**src/rtl/trigger_capture.sv**
```systemverilog
// trigger_capture
//   Receiving end of the theremin trigger interface. Re-arms the trigger
//   generator with a clr_o burst, waits for a trig_i pulse, measures its high
//   time in clk cycles and offers the result to the consumer with valid/ack.
//
//   Handshake: valid_o rises when a result is latched and stays high, with
//   count_o/overflow_o frozen, until ack_i is seen high on a clock edge;
//   ack_i is ignored while valid_o is low. count_o/overflow_o keep the last
//   result after the ack until a new one is latched.
//
//   Optional feature: define TRIGGER_CAPTURE_AVG_EN to average four
//   back-to-back measurements per capture (count_o = sum >> 2).
//
// Ports
//   clk        in   system clock
//   reset      in   asynchronous reset, active-low
//   arm        in   start one capture (sampled only in IDLE)
//   trig_i     in   asynchronous trigger pulse
//   clr_o      out  clear to trigger generator, high during CLEAR
//   count_o    out  measured high time in clk cycles
//   overflow_o out  counter saturated during the capture
//   valid_o    out  result available, held until ack_i
//   ack_i      in   consumer accepts result
//   busy_o     out  high in every state except IDLE
//   state_dbg  out  current FSM state, for checkers

module trigger_capture #(
    parameter int CNT_W       = 16,
    parameter int SYNC_STAGES = 2,
    parameter int CLR_CYCLES  = 4
) (
    input  logic             clk,
    input  logic             reset,
    input  logic             arm,
    input  logic             trig_i,
    output logic             clr_o,
    output logic [CNT_W-1:0] count_o,
    output logic             overflow_o,
    output logic             valid_o,
    input  logic             ack_i,
    output logic             busy_o,
    output logic [2:0]       state_dbg
);

    localparam int CLR_W = $clog2(CLR_CYCLES + 1);
    localparam logic [CNT_W-1:0] CNT_MAX = '1;

    typedef enum logic [2:0] {
        IDLE      = 3'd0,
        CLEAR     = 3'd1,
        WAIT_RISE = 3'd2,
        MEASURE   = 3'd3,
        HOLD      = 3'd4
    } state_t;

    state_t state, state_n;

    logic [SYNC_STAGES-1:0] sync_q;
    logic                   ts, tp, rise, fall;
    logic [CLR_W-1:0]       clr_cnt;
    logic [CNT_W-1:0]       cnt;
    logic                   ovf;
    logic                   last_meas;

    // Synchronizer plus one extra flop for edge detection. tp tracks ts in
    // every state, so a trigger already high on entering WAIT_RISE produces
    // no rise and the FSM waits for the next rising edge.
    always_ff @(posedge clk or negedge reset) begin
        if (!reset) begin
            sync_q <= '0;
            tp     <= 1'b0;
        end else begin
            sync_q <= {sync_q[SYNC_STAGES-2:0], trig_i};
            tp     <= ts;
        end
    end

    assign ts   = sync_q[SYNC_STAGES-1];
    assign rise = ts & ~tp;
    assign fall = ~ts & tp;

`ifdef TRIGGER_CAPTURE_AVG_EN
    logic [CNT_W+1:0] acc;
    logic [CNT_W+1:0] acc_sum;
    logic [1:0]       idx;
    logic             ovf_any;

    assign acc_sum   = acc + {2'b00, cnt};
    assign last_meas = (idx == 2'd3);
`else
    assign last_meas = 1'b1;
`endif

    // State register
    always_ff @(posedge clk or negedge reset) begin
        if (!reset) state <= IDLE;
        else        state <= state_n;
    end

    // Next state and state-decoded outputs
    always_comb begin
        state_n = state;
        clr_o   = 1'b0;
        valid_o = 1'b0;
        busy_o  = 1'b1;
        case (state)
            IDLE: begin
                busy_o = 1'b0;
                if (arm) state_n = CLEAR;
            end
            CLEAR: begin
                clr_o = 1'b1;
                if (clr_cnt == CLR_W'(1)) state_n = WAIT_RISE;
            end
            WAIT_RISE: begin
                if (rise) state_n = MEASURE;
            end
            MEASURE: begin
                if (fall) state_n = last_meas ? HOLD : CLEAR;
            end
            HOLD: begin
                valid_o = 1'b1;
                if (ack_i) state_n = IDLE;
            end
            default: state_n = IDLE;
        endcase
    end

    // Datapath: clear-burst counter, width counter and result registers
    always_ff @(posedge clk or negedge reset) begin
        if (!reset) begin
            clr_cnt    <= '0;
            cnt        <= '0;
            ovf        <= 1'b0;
            count_o    <= '0;
            overflow_o <= 1'b0;
`ifdef TRIGGER_CAPTURE_AVG_EN
            acc        <= '0;
            idx        <= '0;
            ovf_any    <= 1'b0;
`endif
        end else begin
            case (state)
                IDLE: begin
                    if (arm) begin
                        clr_cnt <= CLR_W'(CLR_CYCLES);
`ifdef TRIGGER_CAPTURE_AVG_EN
                        acc     <= '0;
                        idx     <= '0;
                        ovf_any <= 1'b0;
`endif
                    end
                end
                CLEAR: clr_cnt <= clr_cnt - CLR_W'(1);
                WAIT_RISE: begin
                    // The rise cycle itself is the first high cycle.
                    if (rise) begin
                        cnt <= CNT_W'(1);
                        ovf <= 1'b0;
                    end
                end
                MEASURE: begin
                    if (ts) begin
                        if (cnt == CNT_MAX) ovf <= 1'b1;
                        else                cnt <= cnt + CNT_W'(1);
                    end else if (fall) begin
`ifdef TRIGGER_CAPTURE_AVG_EN
                        if (last_meas) begin
                            count_o    <= acc_sum[CNT_W+1:2];
                            overflow_o <= ovf_any | ovf;
                        end else begin
                            acc     <= acc_sum;
                            idx     <= idx + 2'd1;
                            ovf_any <= ovf_any | ovf;
                            clr_cnt <= CLR_W'(CLR_CYCLES);
                        end
`else
                        count_o    <= cnt;
                        overflow_o <= ovf;
`endif
                    end
                end
                default: ;
            endcase
        end
    end

    assign state_dbg = state;

endmodule
```
**config.mk**
```make
export PLATFORM = sky130hd
export DESIGN_NAME = trigger_capture
export DESIGN_NICKNAME = d
export VERILOG_FILES = /design/src/rtl/trigger_capture.sv
export SDC_FILE = /design/constraint.sdc
export NUM_CORES = 1
export LEC_CHECK = 0
export CAP_MARGIN = 20
export CORE_ASPECT_RATIO = 1.2
export CORE_MARGIN = 2
export CORE_UTILIZATION = 50
export DETAILED_ROUTE_END_ITERATION = 10
export PLACE_DENSITY = 0.73
export SLEW_MARGIN = 15
export SYNTH_ARGS = -nofsm -noshare
export SYNTH_HDL_FRONTEND = slang
export SYNTH_SLANG_ARGS = --single-unit
export TNS_END_PERCENT = 1
```
**constraint.sdc**
```tcl
create_clock -name clk -period 2.5 [get_ports clk]
set_input_delay 0.5 -clock clk [delete_from_list [all_inputs] [get_ports clk]]
set_output_delay 0.5 -clock clk [all_outputs]
set_load 0.02 [all_outputs]
```
==> impl_metrics.yaml <==
run_status:
  status: "complete, no violations"
synth:
  yosys_warnings: 0
  synth_area_um2: 2150
  synthFlopType: "dfrtp_1"
  syn-num-nets: 202
  yosys-mux-area-fraction: 0.114
  ys_types: 46
  synthArstFlopShare: 1.00
  synth-xor-area-share: 0
  synth_top_family_by_area: "simple AND/OR/NAND/NOR gates"
  synth_compound_area_frac: 0.136
  synth_area_per_cell_um2: 11.1
  synth_seq_cells: 43
  synthSimpleGateAreaFrac: 0.186
  synth-edff-count: 0
  yosysSeqAreaShare: 0.501
  syn_inst: 194
  synthAdderAreaFrac: 0.0221
drt:
  vias_per_cell: 5.89
  met1Wirelength_um: 2000
  postRouteAntennaNets: 0
  drc_errors: 0
  wl_per_cell_um: 16.7
  drtPass1Iterations: 4
  route.vias.total: 1666
  wl_um: 4730
  wl_met3_um: 208
  routed-wl-met2_um: 2420
  maxUsedRoutingLayer: "met4"
  drt-initial-drc-count: 106
sta:
  fin_crit_sh: 0.923
  slew_violations: 0
  slew_headroom: 0.678
  rsz0062_at_grt: "no"
  setup_viol_count_final: 0
  max_freq_ghz: 0.434
  skew_ns: 0.0124
  period_minus_slack_ns: 2.31
  setup_tns_ns: 0
  hold_viol: 0
  worstMarginPinSlew_ns: 0.483
global_route:
  antenna_found_initial: 0
  grt_pass1_vias: 1568
  grt_max_degree: 18
  track_usage: 0.214
  grt_pass1_wl_um: 7770
  overflow: 0
clock_network:
  cts_tree: "built"
  cts.reportedPaths.clkPinSlew_ns: 0.09
  clock_latency_ns: 0.30
  cts_buffers: 5
  cts-resized-gates: 0
  postCtsSetupRepairBufs: 0
  cts.sinks: 43
  cts_htree_levels: 2
  cts-root-buf: "clkbuf_8"
  postCtsHoldBufs: 0
  clock_path_buffers: 2
layout:
  drive_above_1_share: 0.172
  n_antenna_cell: 0
  layout.nets: 234
  multi_input_area_um2: 985
  fin_cells: 283
  seqCellArea_um2: 1080
  areaGrowthSynthToFinish_pct: 19.6
  fill_cells: 353
flow_run:
  max_cap_viol_count: 0
pwr:
  leakage_nw: 1.10
  powerDensity_nw_per_um2: 775
  peakVddDrop_mv: 0.647
setup_path:
  path_class: "reg2out"
  end_kind: "output pin"
  worstPathRequired_ns: 2.00
  startpoint_type: "flip-flop"
  max_stage_delay_ns: 0.61
  crit_arrival_ns: 1.81
  cp_max_fo: 12
  rr_worst_depth: 5
  slowest_stage: "clkdlybuf4s50_1"
  crit_chain: "nor2_1 > nand2_1 > inv_1 > clkdlybuf4s50_1"
place:
  dpl.hpwl_um: 3320
  port_buffers: 27
  dp_cells: 275
  gp_congestion: 0.815
floorplan:
  start_util: 0.512
  die_y_um: 75.8
  coreArea_um2: 4200
  rows: 26
  dieArea_um2: 4840
  io_pins: 28
  dieWidth_um: 63.9
worst_hold_path:
  hold_class: "in2async"
-- layout by cell type, fill, tap and decap left out, types with 7 or more instances in the layout --
master           netlist  layout
clkdlybuf4s50_1        0      26
dfrtp_1               43      43
inv_1                 11      11
mux2_2                 8       8
mux2_4                 9       9
nand2_1               10      10
nand4_1                7       7
nor2_1                 9       9
nor3_1                10      10
o21ai_0                9       9
-- power breakdown --
group          internal, mW  leakage [nW]  total, mW  switching, mW
combinational         0.280         0.488      0.639          0.359
sequential            0.785         0.571      0.923          0.138
clock                 0.196        0.0422      0.431          0.234
-- cell usage after synthesis (all sizes together) (5+ instances only) --
cell type   n  area (µm²)
a2bb2oi     5        43.8
a21oi       6        33.8
inv        13        48.8
clkbuf      5        18.8
nor2        9        33.8
o21ai       9        45.0
mux2       17         225
nand3       6        30.0
dfrtp      43        1080
nand2      10        37.5
nand4       8        56.3
nor3       11        66.3
-- sequential cells by signal, indices dropped and copies added, names as in the netlist --
register    cells
cnt            16
state_dbg       3
ovf             1
count_o        16
overflow_o      1
tp              1
sync_q          2
clr_cnt         3
-- worst max-delay path, delay by kind of cell (launching register included) --
family,cells,cell delay (ns)
buf+inv,2,0.71
flops,1,0.50
simple gates,2,0.31
-- per-stage QoR --
step	hold slack, ns	power, mW	area [µm²]	setup WS [ns]	util
floorplan	0.204	1.32	2150	0.629	-
global placement	0.339	1.53	2490	0.573	0.593
detailed placement	0.343	1.57	2490	0.514	0.593
CTS	0.0533	2.00	2570	0.169	0.613
global route	0.0565	2.12	2570	0.0911	0.613
finish	0.0412	1.99	2570	0.193	0.613
-- per-layer routing --
| layer | GRT usage | up-vias |
|---|---|---|
| met5 | 0 | - |
| met4 | 0.106 | 0 |
| met3 | 0.0502 | 7 |
| met2 | 0.362 | 51 |
| met1 | 0.259 | 826 |
| li1 | - | 782 |
-- cells by family after synthesis --
kind of cell / after synthesis
AOI/OAI and AO/OA: 41
adders and majority gates: 4
buffers and inverters: 21
DFF: 43
muxes: 19
and+or+nand+nor: 66
-- path summary, 6_finish.rpt --
check / startpoint / endpoint / slack (ns)
setup / recovery: state_dbg[1] / clr_o / 0.19
hold / removal: reset / count_o[7] / 0.04
setup reg to reg: cnt[0] / cnt[0] / 0.57
hold reg to reg: sync_q[0] / sync_q[1] / 0.36
max in group asynchronous: reset / clr_cnt[0] / 1.93
min in group clk: sync_q[0] / sync_q[1] / 0.36
-- layout make-up --
| type | instances | area share |
|---|---|---|
| Clock inverter | 1 | 0.00195 |
| Clock buffer | 7 | 0.0297 |
| Multi-Input combinational cell | 130 | 0.383 |
| Timing Repair Buffer | 33 | 0.121 |
| Inverter | 13 | 0.0190 |
| Sequential cell | 43 | 0.418 |
| Tap cell | 56 | 0.0273 |
Power figures use the tool's default switching activity.
